==> src/rtl/ysyx_22040237_idu_pipe.sv <==
// ---------------------------------------------------------------------------
// ysyx_22040237_idu_pipe
// Pipelined decode stage sitting between IFU and EXU. Decodes one RV32I/RV64I
// instruction (plus RV64 W-ops) per cycle and registers the result into an
// ID/EX holding register under a valid/ready handshake. It stalls on a
// load-use hazard against the load in EX and drops its contents on a branch
// redirect (flush_i).
//
// Ports
//   clk, rst_n            clock, asynchronous active-low reset
//   in_valid_i/in_ready_o IFU -> ID handshake
//   inst_i, pc_i          instruction and its PC
//   rs1_idx_o/rs2_idx_o   combinational register-file read indices
//   rs1_data_i/rs2_data_i register-file read data for those indices
//   flush_i               redirect from EXU, kills the ID/EX register
//   ex_ld_pending_i/_rd_i load currently in EX and its destination
//   out_valid_o/out_ready_i ID -> EX handshake
//   pc_o, rd_idx_o, rd_wr_en_o, op1_o, op2_o, op1_jp_o, op2_jp_o,
//   exu_info_bus_o, invalid_inst_o  registered decode results
//
// exu_info_bus_o[2:0] selects the unit (000 ALU, 001 BJP, 010 LSU, 011 SYS);
// the upper bits are a one-hot operation field whose meaning depends on the
// unit. INFO_W must be at least 15 to hold the ALU WORD bit.
// ---------------------------------------------------------------------------
module ysyx_22040237_idu_pipe #(
    parameter int XLEN     = 64,
    parameter int INFO_W   = 16,
    parameter bit W_OPS_EN = 1'b1
) (
    input  logic              clk,
    input  logic              rst_n,
    input  logic              in_valid_i,
    output logic              in_ready_o,
    input  logic [31:0]       inst_i,
    input  logic [XLEN-1:0]   pc_i,
    input  logic [XLEN-1:0]   rs1_data_i,
    input  logic [XLEN-1:0]   rs2_data_i,
    output logic [4:0]        rs1_idx_o,
    output logic [4:0]        rs2_idx_o,
    input  logic              flush_i,
    input  logic              ex_ld_pending_i,
    input  logic [4:0]        ex_ld_rd_i,
    output logic              out_valid_o,
    input  logic              out_ready_i,
    output logic [XLEN-1:0]   pc_o,
    output logic [4:0]        rd_idx_o,
    output logic              rd_wr_en_o,
    output logic [XLEN-1:0]   op1_o,
    output logic [XLEN-1:0]   op2_o,
    output logic [XLEN-1:0]   op1_jp_o,
    output logic [XLEN-1:0]   op2_jp_o,
    output logic [INFO_W-1:0] exu_info_bus_o,
    output logic              invalid_inst_o
);

    localparam bit IS64   = (XLEN == 64);
    localparam bit W_ON   = W_OPS_EN && IS64;

    localparam logic [6:0] OPC_LUI    = 7'b0110111;
    localparam logic [6:0] OPC_AUIPC  = 7'b0010111;
    localparam logic [6:0] OPC_JAL    = 7'b1101111;
    localparam logic [6:0] OPC_JALR   = 7'b1100111;
    localparam logic [6:0] OPC_BRANCH = 7'b1100011;
    localparam logic [6:0] OPC_LOAD   = 7'b0000011;
    localparam logic [6:0] OPC_STORE  = 7'b0100011;
    localparam logic [6:0] OPC_OPIMM  = 7'b0010011;
    localparam logic [6:0] OPC_OP     = 7'b0110011;
    localparam logic [6:0] OPC_OPIMM32= 7'b0011011;
    localparam logic [6:0] OPC_OP32   = 7'b0111011;
    localparam logic [6:0] OPC_SYSTEM = 7'b1110011;

    localparam logic [31:0] INST_EBREAK = 32'h0010_0073;
    localparam logic [63:0] CONST_FOUR  = 64'd4;

    // Maps funct3 (and the funct7 "alternate" bit) onto the one-hot ALU field.
    function automatic logic [15:0] alu_info(input logic [2:0] f3, input logic alt);
        logic [15:0] r;
        r = 16'd0;
        case (f3)
            3'b000:  r[alt ? 4 : 3]  = 1'b1;   // ADD / SUB
            3'b001:  r[5]            = 1'b1;   // SLL
            3'b010:  r[6]            = 1'b1;   // SLT
            3'b011:  r[7]            = 1'b1;   // SLTU
            3'b100:  r[8]            = 1'b1;   // XOR
            3'b101:  r[alt ? 10 : 9] = 1'b1;   // SRA / SRL
            3'b110:  r[11]           = 1'b1;   // OR
            3'b111:  r[12]           = 1'b1;   // AND
            default: r               = 16'd0;
        endcase
        return r;
    endfunction

    // ---------------- field extraction and immediates ----------------
    logic [6:0]  opcode_s;
    logic [2:0]  funct3_s;
    logic [6:0]  funct7_s;
    logic [4:0]  rd_s;
    logic [63:0] imm_i64_s, imm_s64_s, imm_b64_s, imm_u64_s, imm_j64_s;
    logic [63:0] shamt64_s, shamt32_s;

    assign opcode_s  = inst_i[6:0];
    assign funct3_s  = inst_i[14:12];
    assign funct7_s  = inst_i[31:25];
    assign rd_s      = inst_i[11:7];
    assign rs1_idx_o = inst_i[19:15];
    assign rs2_idx_o = inst_i[24:20];

    // Immediates are built at 64 bits and sliced, so RV32 needs no special case.
    assign imm_i64_s = {{52{inst_i[31]}}, inst_i[31:20]};
    assign imm_s64_s = {{52{inst_i[31]}}, inst_i[31:25], inst_i[11:7]};
    assign imm_b64_s = {{52{inst_i[31]}}, inst_i[7], inst_i[30:25], inst_i[11:8], 1'b0};
    assign imm_u64_s = {{32{inst_i[31]}}, inst_i[31:12], 12'd0};
    assign imm_j64_s = {{44{inst_i[31]}}, inst_i[19:12], inst_i[20], inst_i[30:21], 1'b0};
    assign shamt64_s = {58'd0, inst_i[25:20]};
    assign shamt32_s = {59'd0, inst_i[24:20]};

    // ---------------- decode ----------------
    logic            legal_s;
    logic            rs1_need_s;
    logic            rs2_need_s;
    logic            wr_s;
    logic [XLEN-1:0] op1_s, op2_s, op1_jp_s, op2_jp_s;
    logic [15:0]     info16_s;
    logic            shift_ok_s;

    // Combinational decode of inst_i into operands, info bus and legality.
    always_comb begin
        legal_s    = 1'b0;
        rs1_need_s = 1'b0;
        rs2_need_s = 1'b0;
        wr_s       = 1'b0;
        op1_s      = '0;
        op2_s      = '0;
        op1_jp_s   = '0;
        op2_jp_s   = '0;
        info16_s   = 16'd0;
        shift_ok_s = 1'b0;
        case (opcode_s)
            OPC_LUI: begin
                legal_s      = 1'b1;
                wr_s         = 1'b1;
                op2_s        = imm_u64_s[XLEN-1:0];
                info16_s[13] = 1'b1;
            end
            OPC_AUIPC: begin
                legal_s     = 1'b1;
                wr_s        = 1'b1;
                op1_s       = pc_i;
                op2_s       = imm_u64_s[XLEN-1:0];
                info16_s[3] = 1'b1;
            end
            OPC_JAL: begin
                legal_s       = 1'b1;
                wr_s          = 1'b1;
                op1_s         = pc_i;
                op2_s         = CONST_FOUR[XLEN-1:0];
                op1_jp_s      = pc_i;
                op2_jp_s      = imm_j64_s[XLEN-1:0];
                info16_s[2:0] = 3'b001;
                info16_s[3]   = 1'b1;
            end
            OPC_JALR: begin
                rs1_need_s    = 1'b1;
                legal_s       = (funct3_s == 3'b000);
                wr_s          = 1'b1;
                op1_s         = pc_i;
                op2_s         = CONST_FOUR[XLEN-1:0];
                op1_jp_s      = rs1_data_i;
                op2_jp_s      = imm_i64_s[XLEN-1:0];
                info16_s[2:0] = 3'b001;
                info16_s[4]   = 1'b1;
            end
            OPC_BRANCH: begin
                rs1_need_s    = 1'b1;
                rs2_need_s    = 1'b1;
                legal_s       = 1'b1;
                op1_s         = rs1_data_i;
                op2_s         = rs2_data_i;
                op1_jp_s      = pc_i;
                op2_jp_s      = imm_b64_s[XLEN-1:0];
                info16_s[2:0] = 3'b001;
                case (funct3_s)
                    3'b000:  info16_s[5]  = 1'b1;
                    3'b001:  info16_s[6]  = 1'b1;
                    3'b100:  info16_s[7]  = 1'b1;
                    3'b101:  info16_s[8]  = 1'b1;
                    3'b110:  info16_s[9]  = 1'b1;
                    3'b111:  info16_s[10] = 1'b1;
                    default: legal_s      = 1'b0;
                endcase
            end
            OPC_LOAD: begin
                rs1_need_s    = 1'b1;
                wr_s          = 1'b1;
                op1_s         = rs1_data_i;
                op2_s         = imm_i64_s[XLEN-1:0];
                info16_s[2:0] = 3'b010;
                info16_s[3]   = 1'b1;
                info16_s[5]   = funct3_s[2];
                info16_s[7:6] = funct3_s[1:0];
                // LD and LWU exist only on RV64; there is no LDU.
                case (funct3_s)
                    3'b000, 3'b001, 3'b010, 3'b100, 3'b101: legal_s = 1'b1;
                    3'b011, 3'b110:                         legal_s = IS64;
                    default:                                legal_s = 1'b0;
                endcase
            end
            OPC_STORE: begin
                rs1_need_s    = 1'b1;
                rs2_need_s    = 1'b1;
                op1_s         = rs1_data_i;
                op2_s         = imm_s64_s[XLEN-1:0];
                info16_s[2:0] = 3'b010;
                info16_s[4]   = 1'b1;
                info16_s[7:6] = funct3_s[1:0];
                case (funct3_s)
                    3'b000, 3'b001, 3'b010: legal_s = 1'b1;
                    3'b011:                 legal_s = IS64;
                    default:                legal_s = 1'b0;
                endcase
            end
            OPC_OPIMM: begin
                rs1_need_s = 1'b1;
                wr_s       = 1'b1;
                op1_s      = rs1_data_i;
                op2_s      = imm_i64_s[XLEN-1:0];
                if (funct3_s == 3'b001 || funct3_s == 3'b101) begin
                    // RV64 shifts take a 6-bit shamt, so funct7 shrinks to 6 bits.
                    if (IS64) begin
                        shift_ok_s = (inst_i[31:26] == 6'b000000) ||
                                     (funct3_s == 3'b101 && inst_i[31:26] == 6'b010000);
                        op2_s      = shamt64_s[XLEN-1:0];
                    end else begin
                        shift_ok_s = (funct7_s == 7'b0000000) ||
                                     (funct3_s == 3'b101 && funct7_s == 7'b0100000);
                        op2_s      = shamt32_s[XLEN-1:0];
                    end
                    legal_s  = shift_ok_s;
                    info16_s = alu_info(funct3_s, inst_i[30]);
                end else begin
                    legal_s  = 1'b1;
                    info16_s = alu_info(funct3_s, 1'b0);
                end
            end
            OPC_OP: begin
                rs1_need_s = 1'b1;
                rs2_need_s = 1'b1;
                wr_s       = 1'b1;
                op1_s      = rs1_data_i;
                op2_s      = rs2_data_i;
                legal_s    = (funct7_s == 7'b0000000) ||
                             (funct7_s == 7'b0100000 &&
                              (funct3_s == 3'b000 || funct3_s == 3'b101));
                info16_s   = alu_info(funct3_s, inst_i[30]);
            end
            OPC_OPIMM32: begin
                rs1_need_s = 1'b1;
                wr_s       = 1'b1;
                op1_s      = rs1_data_i;
                case (funct3_s)
                    3'b000: begin
                        legal_s = W_ON;
                        op2_s   = imm_i64_s[XLEN-1:0];
                    end
                    3'b001: begin
                        legal_s = W_ON && (funct7_s == 7'b0000000);
                        op2_s   = shamt32_s[XLEN-1:0];
                    end
                    3'b101: begin
                        legal_s = W_ON && (funct7_s == 7'b0000000 || funct7_s == 7'b0100000);
                        op2_s   = shamt32_s[XLEN-1:0];
                    end
                    default: legal_s = 1'b0;
                endcase
                info16_s     = alu_info(funct3_s, (funct3_s == 3'b101) && inst_i[30]);
                info16_s[14] = 1'b1;
            end
            OPC_OP32: begin
                rs1_need_s = 1'b1;
                rs2_need_s = 1'b1;
                wr_s       = 1'b1;
                op1_s      = rs1_data_i;
                op2_s      = rs2_data_i;
                case (funct3_s)
                    3'b000, 3'b101: legal_s = W_ON && (funct7_s == 7'b0000000 || funct7_s == 7'b0100000);
                    3'b001:         legal_s = W_ON && (funct7_s == 7'b0000000);
                    default:        legal_s = 1'b0;
                endcase
                info16_s     = alu_info(funct3_s, inst_i[30]);
                info16_s[14] = 1'b1;
            end
            OPC_SYSTEM: begin
                legal_s       = (inst_i == INST_EBREAK);
                info16_s[2:0] = 3'b011;
                info16_s[3]   = 1'b1;
            end
            default: legal_s = 1'b0;
        endcase
        // Illegal encodings still flow down the pipe, but carry no operation.
        if (!legal_s) begin
            wr_s     = 1'b0;
            op1_s    = '0;
            op2_s    = '0;
            op1_jp_s = '0;
            op2_jp_s = '0;
            info16_s = 16'd0;
        end else begin
            wr_s     = wr_s && (rd_s != 5'd0);
        end
    end

    // ---------------- handshake ----------------
    logic out_valid_r;
    logic advance_s;
    logic hazard_s;
    logic capture_s;

    assign advance_s  = !out_valid_r || out_ready_i;
    assign hazard_s   = ex_ld_pending_i && (ex_ld_rd_i != 5'd0) &&
                        ((rs1_need_s && ex_ld_rd_i == rs1_idx_o) ||
                         (rs2_need_s && ex_ld_rd_i == rs2_idx_o));
    assign in_ready_o = advance_s && !hazard_s && !flush_i;
    assign capture_s  = in_valid_i && in_ready_o;

    // ---------------- ID/EX register ----------------
    logic [XLEN-1:0]   pc_r, op1_r, op2_r, op1_jp_r, op2_jp_r;
    logic [4:0]        rd_r;
    logic              wr_r;
    logic [INFO_W-1:0] info_r;
    logic              invalid_r;

    // ID/EX holding register: flush/bubble clears it, capture loads it, else hold.
    always_ff @(posedge clk or negedge rst_n) begin
        if (!rst_n) begin
            out_valid_r <= 1'b0;
            pc_r        <= '0;
            rd_r        <= 5'd0;
            wr_r        <= 1'b0;
            op1_r       <= '0;
            op2_r       <= '0;
            op1_jp_r    <= '0;
            op2_jp_r    <= '0;
            info_r      <= '0;
            invalid_r   <= 1'b0;
        end else if (flush_i || (advance_s && !capture_s)) begin
            out_valid_r <= 1'b0;
            pc_r        <= '0;
            rd_r        <= 5'd0;
            wr_r        <= 1'b0;
            op1_r       <= '0;
            op2_r       <= '0;
            op1_jp_r    <= '0;
            op2_jp_r    <= '0;
            info_r      <= '0;
            invalid_r   <= 1'b0;
        end else if (capture_s) begin
            out_valid_r <= 1'b1;
            pc_r        <= pc_i;
            rd_r        <= rd_s;
            wr_r        <= wr_s;
            op1_r       <= op1_s;
            op2_r       <= op2_s;
            op1_jp_r    <= op1_jp_s;
            op2_jp_r    <= op2_jp_s;
            info_r      <= INFO_W'(info16_s);
            invalid_r   <= !legal_s;
        end else begin
            out_valid_r <= out_valid_r;
        end
    end

    assign out_valid_o    = out_valid_r;
    assign pc_o           = pc_r;
    assign rd_idx_o       = rd_r;
    assign rd_wr_en_o     = wr_r;
    assign op1_o          = op1_r;
    assign op2_o          = op2_r;
    assign op1_jp_o       = op1_jp_r;
    assign op2_jp_o       = op2_jp_r;
    assign exu_info_bus_o = info_r;
    assign invalid_inst_o = invalid_r;

endmodule

==> config.mk <==
export PLATFORM = sky130hd
export DESIGN_NAME = ysyx_22040237_idu_pipe
export DESIGN_NICKNAME = d
export VERILOG_FILES = /design/src/rtl/ysyx_22040237_idu_pipe.sv
export SDC_FILE = /design/constraint.sdc
export NUM_CORES = 1
export LEC_CHECK = 0
export ABC_CLOCK_PERIOD_IN_PS = 2050
export BUFFER_PORTS_ARGS = -buffer_cell sky130_fd_sc_hd__buf_4
export CELL_PAD_IN_SITES_DETAIL_PLACEMENT = 2
export CELL_PAD_IN_SITES_GLOBAL_PLACEMENT = 2
export CORE_AREA = 2 2 213 257
export DETAILED_ROUTE_END_ITERATION = 7
export DIE_AREA = 0 0 215 259
export PLACE_DENSITY = 0.83
export SYNTH_ARGS = -nofsm -noshare
export SYNTH_HDL_FRONTEND = slang
export SYNTH_SLANG_ARGS = --single-unit
export TNS_END_PERCENT = 30
==> constraint.sdc <==
create_clock -name clk -period 2.05 [get_ports clk]
set_input_delay 0.205 -clock clk [delete_from_list [all_inputs] [get_ports clk]]
set_output_delay 0.205 -clock clk [all_outputs]
set_load 0.1 [all_outputs]
==> summary.txt <==
Post-synthesis cell type count -> 61
Most common cell after layout, fill and taps aside -> buf_4
Dominant synthesized flop cell -> dfrtp_1
Crit end category -> output pin
Grt ovf -> 0
Final setup viols -> 1
Fillers -> 5,715
DP HPWL -> 56,000 um
CTS buffer count -> 36
Hold Path Class -> in -> reg
Fmax -> 487 MHz
H-tree levels -> 2
Startpoint Class -> input port
Worst-path cell chain -> buf_4, buf_4, xor2_1, nor4_2, nand3_1, a21oi_2, buf_6, buf_4, nor2_2, buf_6
Layout cell share with drive strength beyond 1 -> 0.375
# DRC -> 0
Die Y -> 259 um
Site Rows -> 93
CP Max Fanout -> 4
Final worst-path cycle share -> 1.00
Final Util -> 0.434
CTS tree -> done
Initial antenna violation count -> 6
Critical path arrival -> 1.85 ns
IO Port Bufs -> 587
Final min period -> 2.06 ns
Initial core utilization -> 0.267
First-pass GRT wire length -> 126,000 um
Starting DRT DRC Count -> 1,111
CTS clk-pin slew, worst paths -> 0.06 ns
Vias in the first global route -> 18,800
Status -> finished with violations
Synthesis warning total -> 0
Clock Sinks -> 299
Slew HR -> 0.641
Post-synth ARST share -> 1.00
Comb power frac -> 0.154
Largest net degree at the start of global routing -> 89
Syn Std Cell Area -> 14,200 sq um
Post-synth EDFFs -> 0
Routed wire length -> 85,100 um
DRT Pass-1 Iters -> 5
Vias -> 16,400
Max-cap violations -> 0
Finished Layout Cells -> 3,057
Post-Place Worst Slack -> -0.607 ns
Sequential fraction of the synthesis area -> 0.526
Lkg Pwr -> 10.5 nW
Fin. Hold Viols -> 0
Area delta synth->final -> 62.6%
CP max stage cell -> nor4_2
Unrepaired setup endpoints after global routing -> yes
Clk_skew -> 0.0105 ns
DR vias/cell -> 5.37
Post-synthesis cell count -> 1,569
Synthesized area per cell -> 9.07 sq um
Critical path required time -> 1.85 ns
Sw Share -> 0.283
Core Footprint -> 53,300 sq um
Crit path largest cell delay -> 0.38 ns
Actual slew at the worst max-slew pin -> 0.538 ns
Commonest cells after routing, fill and taps aside -> 739 x buf_4, 353 x nand2_1, 297 x dfrtp_1, 178 x a21oi_1, 134 x a22oi_1
Avg WL per Cell -> 27.8 um
Peak supply drop -> 0.511 mV
Root Buffer -> clkbuf_16
Total GRT Usage -> 0.297
Placer Congestion -> 0.869
I/O Pins -> 590
Pint -> 10.9 mW
CP most frequent cell -> buf_4
Final count of pins violating max slew -> 0
Final Net Count -> 2,552
PD cells -> 659 nW/um^2
Clock buffer depth -> 3
Switch Pwr -> 4.31 mW
Die area -> 55,700 sq um
Clock latency on the worst-skew pair -> 0.55 ns
Synthesized flop and latch total -> 299
Setup WS post-layout -> -0.00535 ns
Clk network pwr share -> 0.453
Chip width -> 215 um
WS Path Type -> in -> out
Postcts setup bufs -> 0
Sequential power share -> 0.393
Placed cell count -> 2,866
Post-route ant nets -> 0
Violated checks -> setup timing
[timing repair]
item                                   in CTS  in global routing
gates resized for setup                     7                 38
hold buffers                              125                  0
pin swaps                                   3                  2
endpoints found under the hold margin     189                  0
setup endpoints to repair                  80                 65
[synthesized netlist by cell type (all sizes together), types with 3 or more instances]
| master | number | area share |
|---|---|---|
| nand2 | 354 | 0.094 |
| dfrtp | 299 | 0.53 |
| a21oi | 183 | 0.065 |
| o21ai | 158 | 0.056 |
| a22oi | 134 | 0.071 |
| clkbuf | 108 | 0.029 |
| buf | 89 | 0.041 |
| or3 | 38 | 0.017 |
| nand3 | 36 | 0.013 |
| a22o | 22 | 0.014 |
| a221o | 19 | 0.013 |
| nor2 | 18 | 0.0047 |
| nor3 | 15 | 0.0064 |
| xor2 | 11 | 0.0068 |
| nor4 | 9 | 0.0044 |
| nand4 | 7 | 0.0035 |
| inv | 5 | 0.0013 |
| nand2b | 5 | 0.0022 |
| nor2b | 5 | 0.0022 |
| or4 | 5 | 0.0032 |
| a222oi | 4 | 0.0028 |
| a32o | 4 | 0.0028 |
| a31oi | 3 | 0.0013 |
| nand3b | 3 | 0.0016 |
| nor4b | 3 | 0.0018 |
[flip-flops by register name, indices dropped and copies added, names as in the netlist]
register	flops
op2_jp_o	21
exu_info_bus_o	14
out_valid_o	1
op2_o	64
op1_o	64
rd_wr_en_o	1
invalid_inst_o	1
rd_idx_o	5
pc_o	64
op1_jp_o	64
[power groups by stage]
stage | registers, mW | logic (mW) | clock network, mW
after CTS | 5.98 | 2.31 | 6.97
after detailed placement | 6.08 | 2.09 | 0
after global routing | 5.98 | 2.46 | 7.24
final | 5.98 | 2.35 | 6.90
after global placement | 6.08 | 2.04 | 0
after floorplan | 6.41 | 0.547 | 0
[kinds of logic (layout without fill, tap and decap cells)]
family          Yosys count  count (layout)  synth area share
other cells               1               7          0.000264
compound gates          544             544             0.235
simple gates            512             512             0.162
buf+inv                 202             972            0.0705
flops                   299             299             0.526
xor+xnor                 11              11           0.00677
[through the flow]
step | TNS, ns | instance area [sq um] | hold slack, ns | total power [mW]
2_1_floorplan | -2.10 | 14200 | -0.0906 | 6.96
3_3_place_gp | -91.21 | 20600 | 0.160 | 8.12
3_5_place_dp | -136.88 | 20600 | 0.172 | 8.18
4_1_cts | 0 | 23100 | 0.00595 | 15.3
5_1_grt | -0.0416 | 23100 | 0.0178 | 15.7
6_report | -0.00535 | 23100 | 0.0169 | 15.2
[final timing paths]
check,slack (ns),start,endpoint,depth (start not counted)
max,-0.005,inst_i[16],in_ready_o,10
min,0.02,rs1_data_i[43],op1_jp_o[43],3
max reg2reg,0.06,out_valid_o,op2_o[36],6
min reg2reg,0.48,op1_o[6],op1_o[6],2
max in group asynchronous,0.86,rst_n,op2_jp_o[62],3
min in group asynchronous,0.20,rst_n,op2_o[26],2
[final cells by class]
class	instances	area [sq um]	area share
diodes	5	12.5	0.000541
multi-input cells	1069	5880	0.254
clock buffers	48	1050	0.0453
well taps	712	891	0.0385
clock inverters	13	173	0.00746
repair buffers	906	7620	0.329
inverters	5	18.8	0.000811
flip-flops and latches	299	7490	0.324
[worst max-delay path: cells and delay by family]
kind | cells | cell delay (ns)
and+or+nand+nor | 3 | 0.59
AOI/OAI and AO/OA | 1 | 0.18
buffers and inverters | 5 | 0.70
xor gates and xnor gates | 1 | 0.16
[routing by layer]
layer | track usage | up-vias | part of all wire
li1 | - | 7013 | -
met1 | 0.324 | 8479 | 0.37
met2 | 0.542 | 713 | 0.52
met3 | 0.0712 | 219 | 0.065
met4 | 0.139 | 2 | 0.050
met5 | 0 | - | 0.00013
Power figures use the tool's default switching activity.
